## config.mk

```make
export PLATFORM = sky130hd
export DESIGN_NAME = wm_console
export DESIGN_NICKNAME = d
export VERILOG_FILES = /design/src/rtl/wm_console.sv
export SDC_FILE = /design/constraint.sdc
export NUM_CORES = 1
export LEC_CHECK = 0
export BUFFER_PORTS_ARGS = -buffer_cell sky130_fd_sc_hd__buf_2
export CELL_PAD_IN_SITES_DETAIL_PLACEMENT = 1
export CELL_PAD_IN_SITES_GLOBAL_PLACEMENT = 2
export CORE_MARGIN = 2
export CORE_UTILIZATION = 39
export CTS_BUF_LIST = sky130_fd_sc_hd__clkbuf_4
export DETAILED_ROUTE_END_ITERATION = 8
export PLACE_DENSITY = 0.86
export SLEW_MARGIN = 5
export SYNTH_ARGS = -nofsm -noshare
export SYNTH_HDL_FRONTEND = slang
export SYNTH_SLANG_ARGS = --single-unit
```

## constraint.sdc

```tcl
create_clock -name clk -period 1.75 [get_ports clk]
set_input_delay 0.2625 -clock clk [delete_from_list [all_inputs] [get_ports clk]]
set_output_delay 0.2625 -clock clk [all_outputs]
set_load 0.01 [all_outputs]
```

## src/rtl/wm_console.sv

```systemverilog
// rtl/wm_console.sv - panel console for the washing machine: debounce, run/pause/done/fault control, stage timing
// Define WM_CONSOLE_WATCHDOG_EN to compile in the per-stage watchdog.
module wm_console #(
  parameter int DEBOUNCE_CYC  = 16,
  parameter int STAGE_TIMEOUT = 200,
  parameter int BEEP_CYC      = 32
) (
  input  logic       clk,
  input  logic       rst,
  input  logic       start_btn,
  input  logic       pause_btn,
  input  logic       mains_ok,
  input  logic [2:0] stage,
  output logic       cycle,
  output logic       supply,
  output logic       beep,
  output logic       fault,
  output logic [7:0] stage_time,
  output logic [2:0] state_led
);

  localparam int DW = $clog2(DEBOUNCE_CYC + 1);
  localparam int BW = $clog2(BEEP_CYC + 1);

  typedef enum logic [2:0] {
    S_IDLE  = 3'b000,
    S_RUN   = 3'b001,
    S_PAUSE = 3'b010,
    S_DONE  = 3'b011,
    S_FAULT = 3'b100
  } state_t;

  state_t state, nxt;

  logic [1:0] btn_raw;
  logic [1:0] press;
  logic       start_press;
  logic       pause_press;

  assign btn_raw     = {pause_btn, start_btn};
  assign start_press = press[0];
  assign pause_press = press[1];

  genvar gi;
  generate
    for (gi = 0; gi < 2; gi++) begin : g_btn
      logic          s1, s2, acc, pr;
      logic [DW-1:0] cnt;

      // Accepted level moves only after DEBOUNCE_CYC consecutive differing samples.
      always_ff @(posedge clk or posedge rst) begin
        if (rst) begin
          s1  <= 1'b0;
          s2  <= 1'b0;
          acc <= 1'b0;
          pr  <= 1'b0;
          cnt <= '0;
        end else begin
          s1 <= btn_raw[gi];
          s2 <= s1;
          pr <= 1'b0;
          if (s2 == acc) begin
            cnt <= '0;
          end else if (cnt == DW'(DEBOUNCE_CYC - 1)) begin
            cnt <= '0;
            acc <= s2;
            pr  <= s2;
          end else begin
            cnt <= cnt + DW'(1);
          end
        end
      end

      assign press[gi] = pr;
    end
  endgenerate

  logic [2:0] stage_q;
  logic       stage_chg;
  logic       illegal;
  logic       active_stage;
  logic       wd_fire;

  assign stage_chg    = (stage != stage_q);
  assign illegal      = stage[2] & stage[1];
  assign active_stage = (stage != 3'b000) && (stage <= 3'b100);

`ifdef WM_CONSOLE_WATCHDOG_EN
  localparam int WW = $clog2(STAGE_TIMEOUT + 1);
  logic [WW-1:0] wd_cnt;

  // Counts only while the machine is powered and running a working stage.
  always_ff @(posedge clk or posedge rst) begin
    if (rst) begin
      wd_cnt <= '0;
    end else if (stage_chg || state == S_IDLE) begin
      wd_cnt <= '0;
    end else if (state == S_RUN && active_stage && supply &&
                 wd_cnt != WW'(STAGE_TIMEOUT)) begin
      wd_cnt <= wd_cnt + WW'(1);
    end
  end

  assign wd_fire = (state == S_RUN) && active_stage && (wd_cnt == WW'(STAGE_TIMEOUT));
`else
  assign wd_fire = 1'b0;
`endif

  always_ff @(posedge clk or posedge rst) begin
    if (rst) begin
      stage_q    <= 3'b000;
      stage_time <= 8'd0;
    end else begin
      stage_q <= stage;
      if (stage_chg) begin
        stage_time <= 8'd0;
      end else if (supply && stage_time != 8'hff) begin
        stage_time <= stage_time + 8'd1;
      end
    end
  end

  always_comb begin
    nxt = state;
    case (state)
      S_IDLE:  if (start_press) nxt = S_RUN;
      S_RUN: begin
        if (illegal)               nxt = S_FAULT;
        else if (wd_fire)          nxt = S_FAULT;
        else if (stage == 3'b101)  nxt = S_DONE;
        else if (pause_press)      nxt = S_PAUSE;
      end
      S_PAUSE: if (pause_press) nxt = S_RUN;
      S_DONE:  if (start_press) nxt = S_IDLE;
      S_FAULT: nxt = S_FAULT;
      default: nxt = S_IDLE;
    endcase
  end

  logic [BW-1:0] beep_cnt;

  // Outputs are registered from the next state so they change with the state.
  always_ff @(posedge clk or posedge rst) begin
    if (rst) begin
      state    <= S_IDLE;
      cycle    <= 1'b0;
      supply   <= 1'b0;
      fault    <= 1'b0;
      beep     <= 1'b0;
      beep_cnt <= '0;
    end else begin
      state  <= nxt;
      cycle  <= (nxt == S_RUN) || (nxt == S_PAUSE) || (nxt == S_DONE);
      supply <= mains_ok && ((nxt == S_IDLE) || (nxt == S_RUN) || (nxt == S_DONE));
      fault  <= (nxt == S_FAULT);
      if (nxt == S_DONE && state != S_DONE) begin
        beep     <= 1'b1;
        beep_cnt <= BW'(BEEP_CYC - 1);
      end else if (nxt == S_DONE && beep_cnt != '0) begin
        beep_cnt <= beep_cnt - BW'(1);
      end else begin
        beep     <= 1'b0;
        beep_cnt <= '0;
      end
    end
  end

  assign state_led = state;

endmodule

```

==> metrics.md, run 1 <==
| Metric | Value |
|---|---|
| FFs w/ async S/R, synth | `100%` |
| R2R setup slack | `0.21 ns` |
| RSZ-0062 raised after global routing | `no` |
| DR pass1 iterations | `4` |
| Fin crit period | `1.54 ns` |
| Average wire per standard cell | `14.1 um` |
| CP peak stage delay | `0.53 ns` |
| Final WL | `3830 um` |
| Worst Max-Slew Pin Slew | `0.515 ns` |
| Most frequent cells in the layout | `dfrtp_1, buf_2, nor2_1` |
| CTS tree | `built` |
| Synthesis-to-layout area growth | `14.3%` |
| Post-synthesis sequential area ratio | `55.0%` |
| Post-detailed-route count of antenna-violating nets | `0` |
| WP data required | `2.03 ns` |
| Switch Pwr | `0.000383 W` |
| Cell count of the worst reg-to-reg path | `4` |
| Placed wire-length estimate | `2890 um` |
| WP depth | `4` |
| Routability Congestion | `0.729` |
| Die W | `74.0 um` |
| Clock sinks | `42` |
| Clock Skew | `0.0139 ns` |
| Std-Cell Rows | `25` |
| Endpoints failing hold | `0` |
| WS Path Type | `reg2reg` |
| Comb power frac | `5.3%` |
| Commonest non-fill, non-tap cell in the layout | `dfrtp_1` |
| Predominant post-synthesis flop cell | `dfrtp_1` |
| FF/Latch Area | `1050 sq um` |
| Crit path capture | `beep_cnt[1]$_DFF_PP0_` |
| Buf+Inv Stages, Crit Path | `0` |
| Vias per inst | `5.02` |
| EDFF count, synth | `0` |
| Final setup viols | `0` |
| Total negative slack | `0 ns` |
| FMAX | `647 MHz` |
| CP startpoint kind | `register` |
| I/O pin total | `23` |
| Longest Clk Path Bufs | `2` |
| Total internal power | `0.00118 W` |
| Initial core utilization | `40.5%` |
| Max-cap violations | `0` |
| CP startpoint | `state_led[1]$_DFF_PP0_` |
| Final hold slack | `0.0151 ns` |
| Reg power frac | `64.4%` |
| Initial antenna violation count | `0` |
| Clock latency on the worst-skew pair | `0.36 ns` |
| Total grt overflow | `0` |
| Clock share of power | `30.3%` |
| Crit path max-delay family | `flip-flops` |
| Ant. Diodes | `0` |
| CP Cell Sequence | `nor3b_1, nor3b_2, o221ai_2, a311oi_1` |
| Core area | `4720 sq um` |
| Die footprint | `5470 sq um` |
| Tcrit/Tclk final | `88.3%` |
| Status | `finished, final reports clean` |
| Setup crit end kind | `register` |
| Number of global-route vias before repair | `1,440` |
| Post-layout nets | `216` |
| Headroom to the max-slew limit | `65.6%` |
| CP arrival | `1.82 ns` |
| Layout cell share with drive strength beyond 1 | `21.1%` |
| Post-synthesis cell type count | `43` |
| Warnings from Yosys | `0` |
| DR vias | `1,361` |
| Multi-input logic area | `818 sq um` |
| Syn_area_per_cell | `11.1 sq um` |
| Crit Path Max Fanout | `12` |
| Hold crit path type | `in2async` |
| Lkg Pwr | `1.02 nW` |
| Number of H-tree levels | `2` |
| Fillers | `535` |
| Largest net degree at the start of global routing | `43` |
| First-pass GRT wire length | `6660 um` |
| CTS buffer count | `5` |
| Drt initial violations | `38` |
| Worst vdd ir | `0.426 mV` |
| Port Buffer Count | `22` |
| Synthesized area | `1910 sq um` |
| Critical-path top delay cell | `dfrtp_1` |
| Fin. max-slew vios | `0` |
| Global-route total usage across every layer | `16.3%` |
| DRC errors left | `0` |
| Yosys reg bits | `42` |
| Post-synthesis cell count | `172` |
| Reg2reg end | `beep_cnt[1]$_DFF_PP0_` |
| Total Power | `0.00156 W` |
| Sw Share | `24.5%` |
| Reg-to-Reg Start | `state_led[1]$_DFF_PP0_` |
| Die H | `74.0 um` |
| Net Count, Synth | `185` |
| Root cell of the clock tree | `clkbuf_4` |
| Power Density | `716 nW/um^2` |
| Clk slew on worst S/H paths | `0.13 ns` |
registers in the layout, summed over array words and instances (netlist names):
name        cells
g_btn.cnt      10
stage_time      8
beep_cnt        6
stage_q         3
state_led       3
g_btn.acc       2
g_btn.pr        2
g_btn.s1        2
g_btn.s2        2
beep            1
cycle           1
fault           1
supply          1
synth_stat cells, types with 2 or more instances:
cell type  instances  share of area [%]
nor2b_1            4                1.3
nand4b_1           2               0.92
nand3_1            9                2.4
inv_1              9                1.8
dfrtp_1           42                 55
nor3_1             9                2.4
mux2i_1            3                1.6
nand2_1            7                1.4
a21oi_1            9                2.4
o21ai_0            4                1.0
xnor2_1            7                3.2
nand2b_1           2               0.65
nor2_1            20                3.9
nor3b_1            5                2.0
nor3b_2            2                1.3
xor2_1             5                2.3
ha_1               5                3.3
mux2_2             2                1.2
and4_1             2               0.92
what timing repair did:
item	in CTS	in global routing
buffers inserted	0	0
endpoints found under the hold margin	2	0
hold buffers	2	0
resized for setup	0	0
metal layers:
layer / vias to the layer above / part of all wire [%] / routed length, um / track usage (%)
met5: - / 0 / 0 / 0
met4: 0 / 2.8 / 106 / 7.47
met3: 11 / 3.0 / 115 / 4.47
met2: 18 / 51 / 1970 / 27.4
met1: 666 / 43 / 1640 / 19.4
li1: 666 / - / - / -
power by group through the flow:
stage | logic, W | registers, W | clock network [W]
final | 0.0000824 | 0.00101 | 0.000474
after global routing | 0.0000961 | 0.00101 | 0.000542
after CTS | 0.0000859 | 0.00101 | 0.000511
after detailed placement | 0.0000816 | 0.00103 | 0
after global placement | 0.0000773 | 0.00102 | 0
after floorplan | 0.0000542 | 0.00102 | 0
tightest hold or removal path: stages:
cell and delay (ns):
buf_2 0.10, inv_1 0.04, buf_4 0.43
layout make-up:
| type | count | share of cell area [%] |
|---|---|---|
| clock inverter | 3 | 0.974 |
| inverter | 9 | 1.55 |
| clock buffer | 5 | 1.72 |
| tap | 67 | 3.84 |
| sequential | 42 | 48.1 |
| timing repair buffer | 25 | 6.30 |
| multi-input combinational | 120 | 37.5 |
cells by family after synthesis:
kind of cell,share of synthesized area [%]
simple gates,22.7
flops,55.0
compound gates,8.64
xor+xnor,5.50
buf+inv,2.16
mux,2.75
fa+ha+maj,3.27
worst min path at each step:
stage                          start                   endpoint  slack, ns  cells after the start
6_report                         rst  g_btn[1].cnt[4]$_DFF_PP0_       0.02                      3
5_1_grt                     stage[0]       stage_q[0]$_DFF_PP0_       0.04                      1
4_1_cts                          rst  g_btn[1].cnt[4]$_DFF_PP0_       0.02                      3
3_5_place_dp   g_btn[0].s1$_DFF_PP0_      g_btn[0].s2$_DFF_PP0_       0.34                      0
3_3_place_gp   g_btn[0].s1$_DFF_PP0_      g_btn[0].s2$_DFF_PP0_       0.33                      0
2_1_floorplan              start_btn      g_btn[0].s1$_DFF_PP0_       0.29                      0
through the flow:
stage | cell area [sq um] | worst slack (ns) | cells | util (%)
floorplan | 1910 | 0.363 | 172 | -
global placement | 2100 | 0.286 | 261 | 44.6
detailed placement | 2100 | 0.198 | 261 | 44.6
CTS | 2180 | 0.169 | 271 | 46.2
global route | 2180 | 0.0297 | 271 | 46.2
finish | 2180 | 0.205 | 271 | 46.2
Note: power is estimated with default switching activity, not from simulation.
==> run 2: changes to the inputs <==
==> constraint.sdc (replaced) <==
create_clock -name clk -period 1.75 [get_ports clk]
set_input_delay 0.35 -clock clk [delete_from_list [all_inputs] [get_ports clk]]
set_output_delay 0.35 -clock clk [all_outputs]
set_load 0.01 [all_outputs]
==> metrics.md, run 2 (synthesized netlist as in run 1, its figures left out) <==
| Metric | Value |
|---|---|
| Status | `finished, final reports clean` |
| WS Path Type | `reg2reg` |
| CP arrival | `1.86 ns (+0.04 ns)` |
| Final instance area | `2170 sq um (-0.69%)` |
| Final setup viols | `0 (unchanged)` |
| Largest net degree at the start of global routing | `43 (unchanged)` |
| Post-layout nets | `214 (-0.93%)` |
| Port Buffer Count | `22 (unchanged)` |
| Setup crit end kind | `register` |
| Reg-to-Reg Start | `state_led[1]$_DFF_PP0_` |
| Worst vdd ir | `0.431 mV (+1.2%)` |
| FF/Latch Area | `1050 sq um (unchanged)` |
| Die W | `74.0 um (unchanged)` |
| Core area | `4720 sq um (unchanged)` |
| Root cell of the clock tree | `clkbuf_4` |
| Buf+Inv Stages, Crit Path | `0 (unchanged)` |
| Headroom to the max-slew limit | `65.1% (-0.58 points)` |
| First-pass GRT wire length | `6710 um (+0.83%)` |
| Commonest non-fill, non-tap cell in the layout | `dfrtp_1` |
| Clk slew on worst S/H paths | `0.14 ns (about the same)` |
| Fillers | `516 (-3.6%)` |
| Max FFs per register | `10 (unchanged)` |
| Total negative slack | `0 ns (unchanged)` |
| Most frequent cells in the layout | `dfrtp_1, buf_2, nor2_1` |
| Initial core utilization | `40.5% (unchanged)` |
| CP startpoint kind | `register` |
| Clock latency on the worst-skew pair | `0.37 ns (about the same)` |
| Max-cap violations | `0 (unchanged)` |
| CTS buffer count | `5 (unchanged)` |
| Total grt overflow | `0 (unchanged)` |
| Vias per inst | `4.95 (-1.5%)` |
| Initial antenna violation count | `0 (unchanged)` |
| Number of global-route vias before repair | `1,427 (-0.90%)` |
| Clock Skew | `0.0137 ns (-0.000162 ns)` |
| Multi-input logic area | `818 sq um (unchanged)` |
| CTS hold repair buffers | `0 (-2)` |
| CP startpoint | `state_led[1]$_DFF_PP0_` |
| Drt initial violations | `39 (+2.6%)` |
| Average wire per standard cell | `14.6 um (+3.3%)` |
| I/O pin total | `23 (unchanged)` |
| Placed wire-length estimate | `3010 um (+4.0%)` |
| Critical-path top delay cell | `dfrtp_1` |
| Post-detailed-route count of antenna-violating nets | `0 (unchanged)` |
| DR vias | `1,331 (-2.2%)` |
| CP Cell Sequence | `nor3b_1, nor3b_2, o221ai_2, a311oi_1` |
| Placed cells | `261 (unchanged)` |
| Tcrit/Tclk final | `90.7% (+2.4 points)` |
| Synthesis-to-layout area growth | `13.5%` |
| Fin crit period | `1.59 ns (+0.0424 ns)` |
| Routability Congestion | `0.747 (+2.5%)` |
| FMAX | `630 MHz (-2.7%)` |
| Ant. Diodes | `0 (unchanged)` |
| Number of H-tree levels | `2 (unchanged)` |
| Fin. max-slew vios | `0 (unchanged)` |
| Crit Path Max Fanout | `12 (unchanged)` |
| Hold crit path type | `in2reg` |
| Std-Cell Rows | `25 (unchanged)` |
| Hold path startpoint | `start_btn` |
| Die H | `74.0 um (unchanged)` |
| Crit path max-delay family | `flip-flops` |
| Final Non-Filler Cells | `269 (-0.74%)` |
| CTS tree | `built` |
| Die footprint | `5470 sq um (unchanged)` |
| DR pass1 iterations | `3 (-1)` |
| Layout cell share with drive strength beyond 1 | `21.3% (+0.21 points)` |
| Power Density | `743 nW/um^2 (+3.7%)` |
| CP peak stage delay | `0.55 ns (+0.02 ns)` |
| Worst Max-Slew Pin Slew | `0.524 ns (+0.00876 ns)` |
| Post-cts repair resize count | `0 (unchanged)` |
| DP Area | `2100 sq um (unchanged)` |
| Endpoints failing hold | `0 (unchanged)` |
| WP data required | `2.02 ns (about the same)` |
| Clock sinks | `42 (unchanged)` |
| Final WL | `3920 um (+2.5%)` |
| RSZ-0062 raised after global routing | `no` |
| Global-route total usage across every layer | `16.5% (+0.29 points)` |
| Biggest register | `g_btn.cnt` |
| Post-CTS setup buffers | `0 (unchanged)` |
| Longest Clk Path Bufs | `2 (unchanged)` |
| Largest registers | `g_btn.cnt (10), stage_time (8), beep_cnt (6)` |
| DRC errors left | `0 (unchanged)` |
| Lkg Pwr | `1.01 nW (-0.29%)` |
run 2: changes by cell type in the layout (fill, tap and decap cells not counted):
cell / previous run / this run
clkinv_4: 1 / 0
dlygate4sd3_1: 2 / 0
inv_6: 0 / 3
clkinv_2: 1 / 0
clkinvlp_4: 1 / 0
run 2: layer usage:
metal,routed length (um),vias to the layer above,track usage (%)
met5,0,-,0
met4,68,0,6.67
met3,96,8,4.07
met2,2080,14,29.5
met1,1680,650,19.1
li1,-,659,-
run 2: path summary, 6_finish.rpt:
| kind | end | slack (ns) | cells after the start |
|---|---|---|---|
| setup / recovery | beep_cnt[1]$_DFF_PP0_ | 0.16 | 4 |
| hold / removal | g_btn[0].s1$_DFF_PP0_ | 0.08 | 1 |
| setup reg to reg | beep_cnt[1]$_DFF_PP0_ | 0.16 | 4 |
| hold reg to reg | g_btn[1].s2$_DFF_PP0_ | 0.37 | 0 |
| max in group asynchronous | stage_time[7]$_DFFE_PP0P_ | 1.30 | 3 |
| min in group asynchronous | g_btn[1].cnt[1]$_DFF_PP0_ | 0.09 | 3 |
run 2: metrics by stage:
| step | util, % | total power (W) | hold slack (ns) | setup WS [ns] |
|---|---|---|---|---|
| after floorplan | - | 0.00107 | 0.331 | 0.363 |
| after global placement | 44.6 | 0.00110 | 0.332 | 0.275 |
| after detailed placement | 44.6 | 0.00111 | 0.344 | 0.148 |
| after CTS | 45.9 | 0.00164 | 0.0557 | 0.132 |
| after global routing | 45.9 | 0.00169 | 0.0425 | 0.0539 |
| final | 45.9 | 0.00161 | 0.0765 | 0.163 |
run 2: power breakdown:
group          internal (W)   total, W  switching (W)
clock              0.000172   0.000523       0.000351
sequential         0.000990    0.00101      0.0000165
combinational     0.0000313  0.0000805      0.0000492
run 2: layout make-up:
cell class / count / area share, %
flip-flops and latches: 42 / 48.5
multi-input cells: 120 / 37.7
well taps: 67 / 3.87
clock buffers: 5 / 1.73
repair buffers: 23 / 5.42
clock inverters: 3 / 1.21
inverters: 9 / 1.56
==> run 3: changes to the inputs <==
--- a/config.mk
+++ b/config.mk
@@ -5,7 +5,7 @@
 export SDC_FILE = /design/constraint.sdc
 export NUM_CORES = 1
 export LEC_CHECK = 0
-export BUFFER_PORTS_ARGS = -buffer_cell sky130_fd_sc_hd__buf_2
+export BUFFER_PORTS_ARGS = -buffer_cell sky130_fd_sc_hd__buf_4
 export CELL_PAD_IN_SITES_DETAIL_PLACEMENT = 1
 export CELL_PAD_IN_SITES_GLOBAL_PLACEMENT = 2
 export CORE_MARGIN = 2
==> metrics.md, run 3 (synthesized netlist as in run 1, its figures left out) <==
| Metric | Value |
|---|---|
| Power Density | `719 nW/um^2 (-3.2%)` |
| Post-detailed-route count of antenna-violating nets | `0 (unchanged)` |
| Total negative slack | `0 ns (unchanged)` |
| Crit Path Max Fanout | `7 (-5)` |
| DR vias | `1,335 (+0.30%)` |
| WP data required | `2.00 ns (-0.02 ns)` |
| Root cell of the clock tree | `clkbuf_4` |
| Fin crit period | `1.54 ns (-0.0434 ns)` |
| Die W | `74.0 um (unchanged)` |
| Post-CTS setup buffers | `0 (unchanged)` |
| Die H | `74.0 um (unchanged)` |
| Initial antenna violation count | `0 (unchanged)` |
| Die footprint | `5470 sq um (unchanged)` |
| Placed wire-length estimate | `2960 um (-1.8%)` |
| Global-route total usage across every layer | `15.8% (-0.78 points)` |
| Post-layout nets | `214 (unchanged)` |
| Status | `finished, final reports clean` |
| I/O pin total | `23 (unchanged)` |
| Longest Clk Path Bufs | `2 (unchanged)` |
| Clock sinks | `42 (unchanged)` |
| Std-Cell Rows | `25 (unchanged)` |
| WS Path Type | `reg2reg` |
| FMAX | `648 MHz (+2.8%)` |
| Max FFs per register | `10 (unchanged)` |
| Clock latency on the worst-skew pair | `0.36 ns (about the same)` |
| CTS buffer count | `5 (unchanged)` |
| Fin. max-slew vios | `0 (unchanged)` |
| Most frequent cells in the layout | `dfrtp_1, buf_4, nor2_1` |
| Clock Skew | `0.0166 ns (+0.00290 ns)` |
| Number of global-route vias before repair | `1,372 (-3.9%)` |
| RSZ-0062 raised after global routing | `no` |
| Worst Max-Slew Pin Slew | `0.529 ns (+0.00487 ns)` |
| CP startpoint kind | `register` |
| Hold crit path type | `in2reg` |
| CTS tree | `built` |
| Drt initial violations | `40 (+2.6%)` |
| Final setup viols | `0 (unchanged)` |
| Ant. Diodes | `0 (unchanged)` |
| Setup crit end kind | `register` |
| Commonest non-fill, non-tap cell in the layout | `dfrtp_1` |
| Lkg Pwr | `1.01 nW (+0.15%)` |
| Number of H-tree levels | `2 (unchanged)` |
| Largest registers | `g_btn.cnt (10), stage_time (8), beep_cnt (6)` |
| Initial core utilization | `40.5% (unchanged)` |
| Tcrit/Tclk final | `88.2% (-2.5 points)` |
| Largest net degree at the start of global routing | `43 (unchanged)` |
| Port Buffer Count | `22 (unchanged)` |
| CP arrival | `1.79 ns (-0.07 ns)` |
| First-pass GRT wire length | `6500 um (-3.2%)` |
| Routability Congestion | `0.748 (+0.20%)` |
| Layout cell share with drive strength beyond 1 | `21.8% (+0.50 points)` |
| Average wire per standard cell | `14.5 um (-0.36%)` |
| Core area | `4720 sq um (unchanged)` |
| DRC errors left | `0 (unchanged)` |
| Vias per inst | `4.96 (+0.30%)` |
| Worst vdd ir | `0.474 mV (+10%)` |
| Total grt overflow | `0 (unchanged)` |
| Endpoints failing hold | `0 (unchanged)` |
| Synthesis-to-layout area growth | `16.4%` |
| Headroom to the max-slew limit | `64.7% (-0.32 points)` |
| Biggest register | `g_btn.cnt` |
| Total Power | `0.00160 W (-0.73%)` |
| Max-cap violations | `0 (unchanged)` |
| Clk slew on worst S/H paths | `0.14 ns (about the same)` |
| Final WL | `3910 um (-0.36%)` |
| DR pass1 iterations | `4 (+1)` |
run 3: changes by cell type in the layout (fill, tap and decap cells not counted):
cell,previous run,this run
buf_4,1,23
dfrtp_1,42,41
clkinv_4,0,1
dfrtp_2,0,1
inv_6,3,1
clkinvlp_4,0,1
buf_2,22,0
run 3: metrics by stage:
step | util, % | hold slack [ns] | setup WS (ns) | instances | instance area [sq um]
after global routing | 47.1 | 0.0500 | 0.0408 | 269 | 2220
after CTS | 47.0 | 0.0669 | 0.129 | 269 | 2220
after floorplan | - | 0.331 | 0.363 | 172 | 1910
final | 47.1 | 0.0909 | 0.206 | 269 | 2220
after global placement | 45.7 | 0.333 | 0.267 | 261 | 2160
after detailed placement | 45.7 | 0.337 | 0.163 | 261 | 2160
run 3: metal layers:
layer,global-route usage (%),vias up,part of all wire [%]
li1,-,659,-
met1,19.5,655,45
met2,27.4,16,51
met3,4.61,5,3.1
met4,3.64,0,0.92
met5,0,-,0
run 3: power by group:
part,leakage (nW),switching [W],internal [W]
Combinational,0.429,0.0000486,0.0000361
Clock,0.0318,0.000343,0.000164
Sequential,0.553,0.0000169,0.000990
Total,1.01,0.000409,0.00119
run 3: area by class of cell:
cell class                 instances  area, sq um
tap                               67         83.8
sequential                        42         1050
multi-input combinational        120          818
fill                             520         2500
clock inverter                     3         25.0
clock buffer                       5         37.5
inverter                           9         33.8
timing repair buffer              23          173
run 3: worst paths after layout:
path                                         from                   endpoint  slack (ns)  cells after the start
min in group asynchronous                     rst  stage_time[3]$_DFFE_PP0P_        0.11                      3
min                                     pause_btn      g_btn[1].s1$_DFF_PP0_        0.09                      1
max in group asynchronous                     rst     state_led[1]$_DFF_PP0_        1.25                      3
max                        state_led[2]$_DFF_PP0_      beep_cnt[4]$_DFF_PP0_        0.21                      4
max reg2reg                state_led[2]$_DFF_PP0_      beep_cnt[4]$_DFF_PP0_        0.21                      4
min reg2reg                 g_btn[0].s1$_DFF_PP0_      g_btn[0].s2$_DFF_PP0_        0.37                      0
run 3: critical path, stage by stage, from the launching register on:
cell and delay (ns):
dfrtp_1 0.44, and2b_1 0.30, nand2_2 0.15, nor4b_4 0.43, nor3_1 0.13
run 3: timing repair:
item / CTS / global route
endpoints found under the hold margin: 0 / 0
gates resized for setup: 0 / 1
endpoints found under the setup margin: 0 / 2
hold buffers: 0 / 0
